File: config.mk
export PLATFORM = sky130hd
export DESIGN_NAME = delta_distance
export DESIGN_NICKNAME = d
export VERILOG_FILES = /design/src/rtl/replica_pkg.sv /design/src/rtl/delta_microcode.sv /design/src/rtl/delta_distance.sv
export SDC_FILE = /design/constraint.sdc
export NUM_CORES = 1
export LEC_CHECK = 0
export BUFFER_PORTS_ARGS = -buffer_cell sky130_fd_sc_hd__buf_2
export CAP_MARGIN = 15
export CORE_MARGIN = 2
export CORE_UTILIZATION = 39
export CTS_CLUSTER_SIZE = 30
export DETAILED_ROUTE_END_ITERATION = 10
export PLACE_DENSITY_LB_ADDON = 0.08
export SYNTH_ARGS = -nofsm -noshare
export SYNTH_HDL_FRONTEND = slang
export SYNTH_SLANG_ARGS = --single-unit
File: constraint.sdc
create_clock -name clk -period 3.7 [get_ports clk]
set_input_delay 0.185 -clock clk [delete_from_list [all_inputs] [get_ports clk]]
set_output_delay 0.185 -clock clk [all_outputs]
set_load 0.005 [all_outputs]
File: src/rtl/replica_pkg.sv
// Shared types for the replica datapath.
// Holds the move command, the distance-ROM data width, the signed tour-length delta type and the
// microcode term layout used by delta_distance. Also provides wrap_pos, the modulo +/-1 helper
// for tour positions.
package replica_pkg;

   localparam int unsigned city_num = 30;

   typedef logic [17:0]        distance_data_t;
   typedef logic signed [20:0] delta_data_t;

   typedef enum logic [1:0] {CmdTwo, CmdOr0, CmdOr1, CmdThr} opt_command_t;

   typedef struct packed {
      opt_command_t command;
      logic [6:0]   k;
      logic [6:0]   l;
   } opt_t;

   // Endpoint selectors; the encoding matches the order in which cities are fetched.
   typedef enum logic [2:0] {SelK, SelKm, SelKp, SelL, SelLp} distance_select_t;

   // OpZeroPls loads the accumulator with d, so the first term needs no separate clear.
   typedef enum logic [1:0] {OpZeroPls, OpPls, OpMns} distance_op_t;

   typedef struct packed {
      distance_select_t a, b;
      distance_op_t     op;
   } delta_term_t;

   // Step a tour position by one in either direction, modulo n.
   function automatic logic [6:0] wrap_pos(input logic [6:0] pos, input logic dec,
                                           input logic [6:0] n);
      logic [6:0] res;
      if (dec) res = (pos == 7'd0) ? n - 7'd1 : pos - 7'd1;
      else     res = (pos == n - 7'd1) ? 7'd0 : pos + 7'd1;
      return res;
   endfunction

endpackage

File: src/rtl/delta_microcode.sv
// Combinational term ROM for delta_distance.
// Ports:
//   cmd  - move command of the request in progress
//   idx  - term index (0 = first term)
//   term - endpoint pair and accumulate operation for this term
//   last - high on the final term of the command
module delta_microcode
   import replica_pkg::*;
(
   input  opt_command_t cmd,
   input  logic [2:0]   idx,
   output delta_term_t  term,
   output logic         last
);

   always_comb begin
      term = '{a: SelK, b: SelK, op: OpZeroPls};
      last = 1'b1;
      unique case (cmd)
         CmdTwo: begin
            last = (idx == 3'd3);
            case (idx)
               3'd0:    term = '{a: SelK,  b: SelL,  op: OpZeroPls};
               3'd1:    term = '{a: SelKp, b: SelLp, op: OpPls};
               3'd2:    term = '{a: SelK,  b: SelKp, op: OpMns};
               3'd3:    term = '{a: SelL,  b: SelLp, op: OpMns};
               default: last = 1'b1;
            endcase
         end
         // Both or-opt directions move city K between L and LP; only legality differs.
         CmdOr0, CmdOr1: begin
            last = (idx == 3'd5);
            case (idx)
               3'd0:    term = '{a: SelKm, b: SelKp, op: OpZeroPls};
               3'd1:    term = '{a: SelL,  b: SelK,  op: OpPls};
               3'd2:    term = '{a: SelK,  b: SelLp, op: OpPls};
               3'd3:    term = '{a: SelKm, b: SelK,  op: OpMns};
               3'd4:    term = '{a: SelK,  b: SelKp, op: OpMns};
               3'd5:    term = '{a: SelL,  b: SelLp, op: OpMns};
               default: last = 1'b1;
            endcase
         end
         CmdThr: last = 1'b1;
         default: last = 1'b1;
      endcase
   end

endmodule

File: src/rtl/delta_distance.sv
// Signed tour-length change for one proposed move on one replica.
// Fetches the five cities around K and L from the tour-order RAM, then walks the microcode
// terms through the distance ROM and accumulates them.
// Ports:
//   clk, reset          - clock, asynchronous active-high reset
//   opt_valid/opt_ready - move request handshake; opt sampled on acceptance only
//   opt                 - command, K, L
//   pos_addr/pos_data   - tour-order RAM read port (1-cycle latency)
//   dist_a/dist_b       - distance ROM city pair; dist_data returns one cycle later
//   delta_valid         - one-cycle result strobe
//   delta, opt_err      - result and invalid-request flag, held until the next result
module delta_distance
   import replica_pkg::*;
#(
   parameter int unsigned CITY_NUM = city_num
) (
   input  logic           clk,
   input  logic           reset,
   input  logic           opt_valid,
   output logic           opt_ready,
   input  opt_t           opt,
   output logic [6:0]     pos_addr,
   input  logic [6:0]     pos_data,
   output logic [6:0]     dist_a,
   output logic [6:0]     dist_b,
   input  distance_data_t dist_data,
   output logic           delta_valid,
   output delta_data_t    delta,
   output logic           opt_err
);

   localparam logic [6:0] CityNum = 7'(CITY_NUM);

   typedef enum logic [1:0] {StIdle, StFetch, StCalc, StDone} state_t;

   state_t       state_q, state_d;
   opt_t         opt_q;
   logic [2:0]   cnt_q;
   logic [2:0]   tidx_q;
   logic [6:0]   c_k_q, c_km_q, c_kp_q, c_l_q, c_lp_q;
   logic         pend_q, pend_last_q;
   distance_op_t pend_op_q;
   delta_data_t  acc_q, acc_d;
   delta_data_t  delta_q;
   logic         err_q;

   logic         req_legal, order_ok;
   logic [6:0]   km, kp, lp;
   logic         issue;
   delta_term_t  mc_term;
   logic         mc_last;
   delta_data_t  ext;

   function automatic logic [6:0] city_of(input distance_select_t s, input logic [6:0] ck,
                                          input logic [6:0] ckm, input logic [6:0] ckp,
                                          input logic [6:0] cl, input logic [6:0] clp);
      logic [6:0] c;
      case (s)
         SelK:    c = ck;
         SelKm:   c = ckm;
         SelKp:   c = ckp;
         SelL:    c = cl;
         SelLp:   c = clp;
         default: c = '0;
      endcase
      return c;
   endfunction

   delta_microcode u_microcode (
      .cmd  (opt_q.command),
      .idx  (tidx_q),
      .term (mc_term),
      .last (mc_last)
   );

   // Request legality, evaluated on the live opt bus while idle.
   always_comb begin
      order_ok = 1'b0;
      unique case (opt.command)
         CmdTwo, CmdOr0: order_ok = (opt.k < opt.l);
         CmdOr1:         order_ok = ({1'b0, opt.k} > ({1'b0, opt.l} + 8'd1));
         CmdThr:         order_ok = 1'b0;
         default:        order_ok = 1'b0;
      endcase
      req_legal = order_ok && (opt.k < CityNum) && (opt.l < CityNum);
   end

   assign km = wrap_pos(opt_q.k, 1'b1, CityNum);
   assign kp = wrap_pos(opt_q.k, 1'b0, CityNum);
   assign lp = wrap_pos(opt_q.l, 1'b0, CityNum);

   // Stop issuing once the last term is in flight; its data arrives next cycle.
   assign issue = (state_q == StCalc) && !(pend_q && pend_last_q);

   assign ext = $signed({3'b000, dist_data});

   always_comb begin
      acc_d = acc_q;
      case (pend_op_q)
         OpZeroPls: acc_d = ext;
         OpPls:     acc_d = acc_q + ext;
         OpMns:     acc_d = acc_q - ext;
         default:   acc_d = acc_q;
      endcase
   end

   // FSM state register
   always_ff @(posedge clk or posedge reset) begin
      if (reset) state_q <= StIdle;
      else       state_q <= state_d;
   end

   // FSM next state
   always_comb begin
      state_d = state_q;
      unique case (state_q)
         StIdle:  if (opt_valid) state_d = req_legal ? StFetch : StDone;
         StFetch: if (cnt_q == 3'd5) state_d = StCalc;
         StCalc:  if (pend_q && pend_last_q) state_d = StDone;
         StDone:  state_d = StIdle;
         default: state_d = StIdle;
      endcase
   end

   // FSM outputs
   always_comb begin
      opt_ready   = (state_q == StIdle);
      delta_valid = (state_q == StDone);
      pos_addr    = '0;
      dist_a      = '0;
      dist_b      = '0;
      if (state_q == StFetch) begin
         case (cnt_q)
            3'd0:    pos_addr = opt_q.k;
            3'd1:    pos_addr = km;
            3'd2:    pos_addr = kp;
            3'd3:    pos_addr = opt_q.l;
            3'd4:    pos_addr = lp;
            default: pos_addr = '0;
         endcase
      end
      if (issue) begin
         dist_a = city_of(mc_term.a, c_k_q, c_km_q, c_kp_q, c_l_q, c_lp_q);
         dist_b = city_of(mc_term.b, c_k_q, c_km_q, c_kp_q, c_l_q, c_lp_q);
      end
   end

   assign delta   = delta_q;
   assign opt_err = err_q;

   // Datapath
   always_ff @(posedge clk or posedge reset) begin
      if (reset) begin
         opt_q       <= '0;
         cnt_q       <= '0;
         tidx_q      <= '0;
         c_k_q       <= '0;
         c_km_q      <= '0;
         c_kp_q      <= '0;
         c_l_q       <= '0;
         c_lp_q      <= '0;
         pend_q      <= 1'b0;
         pend_last_q <= 1'b0;
         pend_op_q   <= OpZeroPls;
         acc_q       <= '0;
         delta_q     <= '0;
         err_q       <= 1'b0;
      end else begin
         case (state_q)
            StIdle: begin
               if (opt_valid) begin
                  opt_q       <= opt;
                  cnt_q       <= '0;
                  tidx_q      <= '0;
                  pend_q      <= 1'b0;
                  pend_last_q <= 1'b0;
                  acc_q       <= '0;
                  if (!req_legal) begin
                     delta_q <= '0;
                     err_q   <= 1'b1;
                  end
               end
            end
            StFetch: begin
               cnt_q <= cnt_q + 3'd1;
               // Data returned now belongs to the address issued last cycle.
               case (cnt_q)
                  3'd1:    c_k_q  <= pos_data;
                  3'd2:    c_km_q <= pos_data;
                  3'd3:    c_kp_q <= pos_data;
                  3'd4:    c_l_q  <= pos_data;
                  3'd5:    c_lp_q <= pos_data;
                  default: ;
               endcase
            end
            StCalc: begin
               pend_q      <= issue;
               pend_op_q   <= mc_term.op;
               pend_last_q <= issue && mc_last;
               if (issue) tidx_q <= tidx_q + 3'd1;
               if (pend_q) acc_q <= acc_d;
               if (pend_q && pend_last_q) begin
                  delta_q <= acc_d;
                  err_q   <= 1'b0;
               end
            end
            default: ;
         endcase
      end
   end

endmodule

==> run metrics, run 1 <==
status=complete, no violations; cell area after layout=9206 µm²; Synth area leaders=dfrtp_1 34%, ha_1 9.8%, mux2_2 8.1%; RSZ-0062 raised after global routing=false; Initial Utilization=39.45%; clock buffer count from CTS=9; register area share after synthesis=33.55%; area of placed instances=8842 µm²; EDFF count, synth=0; count leader, synth=dfrtp_1; CP endpoint kind=flop; global route overflow=0; actual slew at the worst max-slew pin=0.9680 ns; GPL Wtd Cong=0.8793; Post-Syn Area=7905 µm²; Worst VDD drop=0.3491 mV; Top FF cell, synth=dfrtp_1; routed length per placed instance=17.25 µm; vias in the first global route=6816; maxcap violations=0; clk sinks=106; Core Area=20040 µm²; CTS clk-pin slew, worst paths=0.09 ns; Die W=146.4 µm; GRT met3 Usage=2.875%; Sequential Area=2653 µm²; remaining antenna violation count after routing=0; largest family of logic cells by synthesized area=compound AO/OA/AOI/OAI gates; Syn Area/Cell=8.993 µm²; DRC Markers=0; synthesis-to-finish area growth=16.46%; Crit Path Category=flop to flop; Yosys Warn Count=0; worst skew pair latency=0.37 ns; Setup Skew=0.01301 ns; final setup TNS=0 ns; port bufs=88; FF+latch count, synth=106; global-route wire length before repair=35560 µm; Netlist cell types=78; Compound-Gate Fraction of Synth Area=21.86%; met2 Use GR=35.59%; aggregate global-route resource usage=20.67%; CP Launch Point=pend_op_q[0]; top cell type by total area after synthesis=dfrtp_1; adder-cell area share of the yosys netlist=10.07%; worst path arrival time=3.79 ns; RR Startpoint=pend_op_q[0]; initial antenna violation count=0; Filler cells=2037; Longest Clk Path Bufs=2; Mapped Cells=879; worst-path fanout max=4; clock root cell=clkbuf_16; final worst path period share=94.67%; Power Total=7.590 mW; area share of the largest cell type after synthesis=33.55%; Hold Vio Cnt, Final=0; simple-gate area share of the yosys netlist=16.24%; DP HPWL=16100 µm; min Tclk post-route=3.503 ns; TritonRoute pass-1 iters=7; Setup Viol. Count Final=0; TritonCTS clock tree=built; gr busiest metal=met2; xor-xnor portion of the synthesized cell area=3.435%; post-synthesis mux area share=10.89%; hold crit path type=input port to flop; Slew Limit Headroom=34.91%; Post-CTS Setup Repair Bufs=0; list of most frequent post-synthesis cells=106 x dfrtp_1, 99 x nand2_1, 64 x a21oi_1, 62 x ha_1, 60 x o21ai_0; power density over the cells=824.4 nW/µm²; IO Count=89; final WL=21700 µm; Critical Path RT=3.99 ns; Rows=52; fraction of layout cells with a size suffix above 1=23.28%; ys async rst share=100.0%; via count=6980; die height=146.4 µm; starting DRC count in detailed routing=418; Peak Freq=0.2855 GHz; Final Max Tran Viols=0; syn_nets=986; CTS H-Tree Depth=3; Worst Setup Start Kind=flop; largest net degree at the start of global routing=47; final net count=1090; routed vias/inst=5.548; die area=21420 µm²; multi-input logic area=4956 µm²; GR Layer Usage met1=27.21%; number of antenna repair diodes=0; P_leak=4.175 nW; hold_sp=opt[14]
==> path summary, 6_finish.rpt <==
path,slack [ns],depth (start not counted),endpoint
worst max-delay path,0.20,15,delta[20]
worst min-delay path,0.07,2,opt_q[14]
worst max register to register,0.20,15,delta[20]
worst min register to register,0.47,2,delta[8]
max in group asynchronous,2.31,4,state_q[0]
min in group asynchronous,0.44,3,delta[16]
==> cells by family (layout without fill, tap and decap cells) <==
family                   count (synthesis)  in the layout
AO/OA/AOI/OAI                          258            258
XOR/XNOR                                31             31
adder cells (fa/ha/maj)                 63             63
buffers and inverters                   81            190
flip-flops                             106            106
multiplexers                            70             70
AND/OR/NAND/NOR                        270            270
==> worst max-delay path, stage by stage (launching register included) <==
cell      delay, ns
dfrtp_1        0.39
inv_1          0.10
ha_1           0.26
buf_4          0.18
nor2_1         0.05
nor2_2         0.14
o21ai_0        0.14
xnor2_1        0.15
ha_1           0.29
o21ai_0        0.17
nor2_1         0.08
o41a_1         0.33
or3_4          0.43
o311a_1        0.37
a211o_1        0.27
o211ai_2       0.06
==> metal layers <==
metal | routed length (µm) | part of all wire (%) | vias up
met3 | 649 | 3.0 | 26
li1 | - | - | 3456
met5 | 0 | 0 | -
met4 | 367 | 1.7 | 0
met1 | 10120 | 47 | 3365
met2 | 10560 | 49 | 133
==> timing repair <==
action / in CTS / in global routing
hold buffers: 1 / 0
gates resized for setup: 0 / 3
endpoints found under the hold margin: 44 / 0
setup endpoints to repair: 0 / 5
==> sequential cells by signal, summed over array words and instances, names as in the netlist <==
register,flops
acc_q,21
delta,21
opt_q,16
c_k_q,7
c_km_q,7
c_kp_q,7
c_l_q,7
c_lp_q,7
cnt_q,3
tidx_q,3
pend_op_q,2
state_q,2
opt_err,1
pend_last_q,1
pend_q,1
==> cell usage in the layout (no fill, tap or decap), types with 7 or more instances in the layout <==
cell / netlist / routed
nor3_1: 18 / 17
and3_1: 8 / 8
a221oi_1: 7 / 7
dfrtp_1: 106 / 106
o211ai_1: 7 / 7
mux2_2: 57 / 57
or3_1: 9 / 9
nand3_1: 25 / 25
nand2_1: 99 / 99
o21ai_0: 60 / 60
a21oi_1: 64 / 64
clkbuf_16: 0 / 9
mux4_2: 7 / 7
ha_1: 62 / 62
o31ai_1: 21 / 21
a21o_1: 10 / 10
inv_1: 45 / 44
buf_4: 1 / 40
nor2_1: 53 / 52
a22oi_1: 17 / 17
and2_1: 10 / 10
buf_2: 4 / 88
nor2b_1: 13 / 13
xnor2_1: 26 / 26
nand4_1: 9 / 9
a31oi_1: 10 / 10
==> where the power goes <==
group	switching, mW	internal, mW	total (mW)
Clock	0.522	0.553	1.08
Sequential	0.488	1.69	2.18
Combinational	2.40	1.93	4.34
==> area by class of cell <==
cell class              instances  area share, %
well taps                     270          3.669
repair buffers                129          8.154
clock inverters                 7          1.223
clock buffers                   9          2.446
inverters                      45          1.862
multi-input cells             692          53.83
flip-flops and latches        106          28.81
==> stage by stage <==
stage / setup slack [ns] / util, % / hold WS (ns) / cells
after floorplan: 0.04963 / - / 0.3356 / 879
final: 0.1974 / 45.94 / 0.06738 / 1258
after CTS: 0.1069 / 45.86 / 0.05260 / 1258
after global routing: 0.005821 / 45.94 / 0.06125 / 1258
after detailed placement: -0.1251 / 44.12 / 0.3020 / 1241
after global placement: -0.08067 / 44.12 / 0.3040 / 1241
Note: power is estimated with default switching activity, not from simulation.
==> inputs of run 2 (changes only) <==
--- a/config.mk
+++ b/config.mk
@@ -5,6 +5,7 @@
 export SDC_FILE = /design/constraint.sdc
 export NUM_CORES = 1
 export LEC_CHECK = 0
+export ABC_AREA = 1
 export BUFFER_PORTS_ARGS = -buffer_cell sky130_fd_sc_hd__buf_2
 export CAP_MARGIN = 15
 export CORE_MARGIN = 2
==> run 2 against run 1 <==
  * The run now ends with hold timing left
  * Die area up 4.8%
  * Sequential power down 9%
  * Count of clock-buffer cells in the layout is 1 higher
  * Hold slack worse by 0.12 ns
  * Global-route usage grew 2.0 points
  * Clock power hardly changed
  * Combinational power shrank 11%
  * Non-clock buffer count is 32 lower
  * First-iteration DRC count is 4.5% higher
  * Total power decreased by 8.9%
  * Cell count up 23%
  * Critical path type unchanged
  * Largest cell class unchanged
==> run metrics, run 2 <==
Slew Limit Headroom=40.19% (+5.3 points); metal2 WL=11640 µm (+10%); routed length per placed instance=15.86 µm (-8.0%); slowest stage cell on the critical path=ha_1; Final Max Tran Viols=0 (unchanged); TritonCTS clock tree=built; RR Startpoint=pend_op_q[0]; Power Total=6.918 mW (-8.9%); via count=7941 (+14%); final net count=1380 (+27%); Worst VDD drop=0.3242 mV (-7.1%); commonest non-fill, non-tap cell in the layout=nand2_1; clk sinks=106 (unchanged); ys async rst share=100.0% (unchanged); global-route wire length before repair=40120 µm (+13%); Die W=149.9 µm (+2.4%); worst path arrival time=3.51 ns (-0.28 ns); largest net degree at the start of global routing=60 (+28%); Hold Slack=-0.05125 ns (-0.1186 ns); DP HPWL=18830 µm (+17%); worst-path fanout max=7 (+3); count leader, synth=nand2_1; Synth area leaders=dfrtp_1 32%, nand2_1 16%, ha_1 9.4%; Setup Skew=0.01112 ns (-0.001883 ns); clock root cell=clkbuf_16; actual slew at the worst max-slew pin=0.8950 ns (-0.07303 ns); DRC Markers=0 (unchanged); Largest stage delay, worst path=0.37 ns (-0.06 ns); top cell type by total area after synthesis=dfrtp_1; Peak Freq=0.3047 GHz (+6.7%); final worst path period share=88.70% (-6.0 points); Setup Viol. Count Final=0 (unchanged); Worst Setup Start Kind=flop; final setup TNS=0 ns (unchanged); crit-path cells=inv_1 -> ha_1 -> inv_1 -> nand2_1 -> o21ai_0 -> nor2_1 -> xor2_1 -> ha_1 -> nand2_1 -> nor2_1 -> inv_1 -> nor2_1 -> nand4_1 -> nand3_1 -> nand2_1 -> nand3_1 -> nand2_1 -> nand2_1 -> o21ai_0; Netlist cell types=47 (-40%); Top FF cell, synth=dfrtp_1; FF+latch count, synth=106 (unchanged); maxcap violations=0 (unchanged); Met3 Routed Length=1033 µm (+59%); Post-CTS Setup Repair Bufs=0 (unchanged); number of antenna repair diodes=0 (unchanged); routed vias/inst=5.113 (-7.8%); Post-Syn Area=8297 µm² (+5.0%); port bufs=88 (unchanged); min Tclk post-route=3.282 ns (-0.2206 ns); worst skew pair latency=0.36 ns (about the same); area of placed instances=9001 µm² (+1.8%); Final Worst Setup Slack=0.4179 ns (+0.2206 ns); die height=149.9 µm (+2.4%); Core Area=20960 µm² (+4.6%); Longest Clk Path Bufs=2 (unchanged); failing checks=hold timing; register area share after synthesis=31.97% (-1.6 points); CTS H-Tree Depth=3 (unchanged); met1 wire length=11440 µm (+13%); clock buffer count from CTS=9 (unchanged); GPL Wtd Cong=0.9466 (+7.7%); Yosys Warn Count=0 (unchanged); Critical Path RT=3.93 ns (-0.06 ns); Hold Vio Cnt, Final=35 (+35); synthesis-to-finish area growth=12.23%; aggregate global-route resource usage=22.65% (+2.0 points); Hold-fix buffers, CTS=0 (-1); most frequent cells in the layout=349 x nand2_1, 149 x inv_1, 110 x o21ai_0, 106 x dfrtp_1, 91 x nor2_1; initial antenna violation count=0 (unchanged); area share of the largest cell type after synthesis=31.97% (-1.6 points); Crit Path Category=flop to flop; Top cell by count, worst path=nand2_1; power density over the cells=742.9 nW/µm² (-9.9%); dpl ws=0.4906 ns (+0.6158 ns); Mapped Cells=1195 (+36%); global route overflow=0 (unchanged); highest metal used=met4; vias in the first global route=7814 (+15%); final WL=24630 µm (+14%); CTS clk-pin slew, worst paths=0.08 ns (about the same); CTS resizes=0 (unchanged); remaining antenna violation count after routing=0 (unchanged); TritonRoute pass-1 iters=5 (-2); RSZ-0062 raised after global routing=false; Syn Area/Cell=6.943 µm² (-23%); post-layout util=44.44% (-1.5 points); CP endpoint kind=flop; EDFF count, synth=0 (unchanged); list of most frequent post-synthesis cells=349 x nand2_1, 150 x inv_1, 110 x o21ai_0, 106 x dfrtp_1, 91 x nor2_1; cell area after layout=9311 µm² (+1.1%); Crit path buffers/inverters=3 (+1); P_leak=4.832 nW (+16%); hold crit path type=input port to asynchronous set/reset pin; starting DRC count in detailed routing=437 (+4.5%); IO Count=89 (unchanged); CP Launch Point=pend_op_q[0]; fraction of layout cells with a size suffix above 1=12.44% (-11 points); syn_nets=1302 (+32%); status=finished with violations; Initial Utilization=39.59% (+0.14 points); CP top delay family=simple AND/OR/NAND/NOR gates; die area=22460 µm² (+4.8%); Rows=53 (+1.9%)
run 2: cell count changes after synthesis, sizes merged, moves of 17 or more:
cell	delta
o21ai	+69
nand2	+256
xor2	+17
xnor2	-18
mux2	-58
a22oi	-17
nor2	+47
inv	+112
o31ai	-19
nand3	+47
run 2: final timing paths:
kind | end | slack, ns | depth (start not counted)
max in group asynchronous | opt_err | 2.86 | 3
max reg2reg | delta[19] | 0.42 | 19
max | delta[19] | 0.42 | 19
min in group clk | opt_q[14] | 0.13 | 3
min reg2reg | delta[5] | 0.48 | 2
min | delta[15] | -0.05 | 2
run 2: layout make-up:
| type | instances | area (µm²) |
|---|---|---|
| clock buffers | 10 | 239.0 |
| clock inverters | 6 | 71.32 |
| fillers | 2265 | 11640 |
| inverters | 158 | 598.1 |
| multi-input cells | 901 | 4898 |
| flip-flops and latches | 106 | 2653 |
| well taps | 275 | 344.1 |
| repair buffers | 97 | 508.0 |
run 2: where the power goes:
| part | switching [mW] | total (mW) | internal [mW] |
|---|---|---|---|
| Combinational | 2.57 | 3.88 | 1.31 |
| Clock | 0.492 | 1.05 | 0.555 |
| Sequential | 0.397 | 1.99 | 1.60 |
run 2: through the flow:
stage	hold slack, ns	instances
final	-0.05125	1553
after detailed placement	0.3946	1537
after global routing	0.03935	1553
after global placement	0.3924	1537
after floorplan	0.3436	1195
after CTS	0.002082	1553
run 2: cell families after synthesis:
logic type | synth area share [%]
and+or+nand+nor | 29.33
adders and majority gates | 9.591
AOI/OAI and AO/OA | 16.95
buffers and inverters | 8.988
DFF | 31.97
xor gates and xnor gates | 3.167
run 2: metal layers:
layer | vias to the layer above | GRT usage [%]
met2 | 184 | 37.95
met3 | 39 | 3.354
li1 | 4044 | -
met4 | 0 | 6.415
met5 | - | 0
met1 | 3674 | 30.41
run 2: worst register-to-register path: cells and delay by family, from the launching register on:
kind / cells / cell delay (ns)
and+or+nand+nor: 11 / 1.35
adders and majority gates: 2 / 0.58
buffers and inverters: 3 / 0.41
DFF: 1 / 0.36
AOI/OAI and AO/OA: 2 / 0.31
xor gates and xnor gates: 1 / 0.16
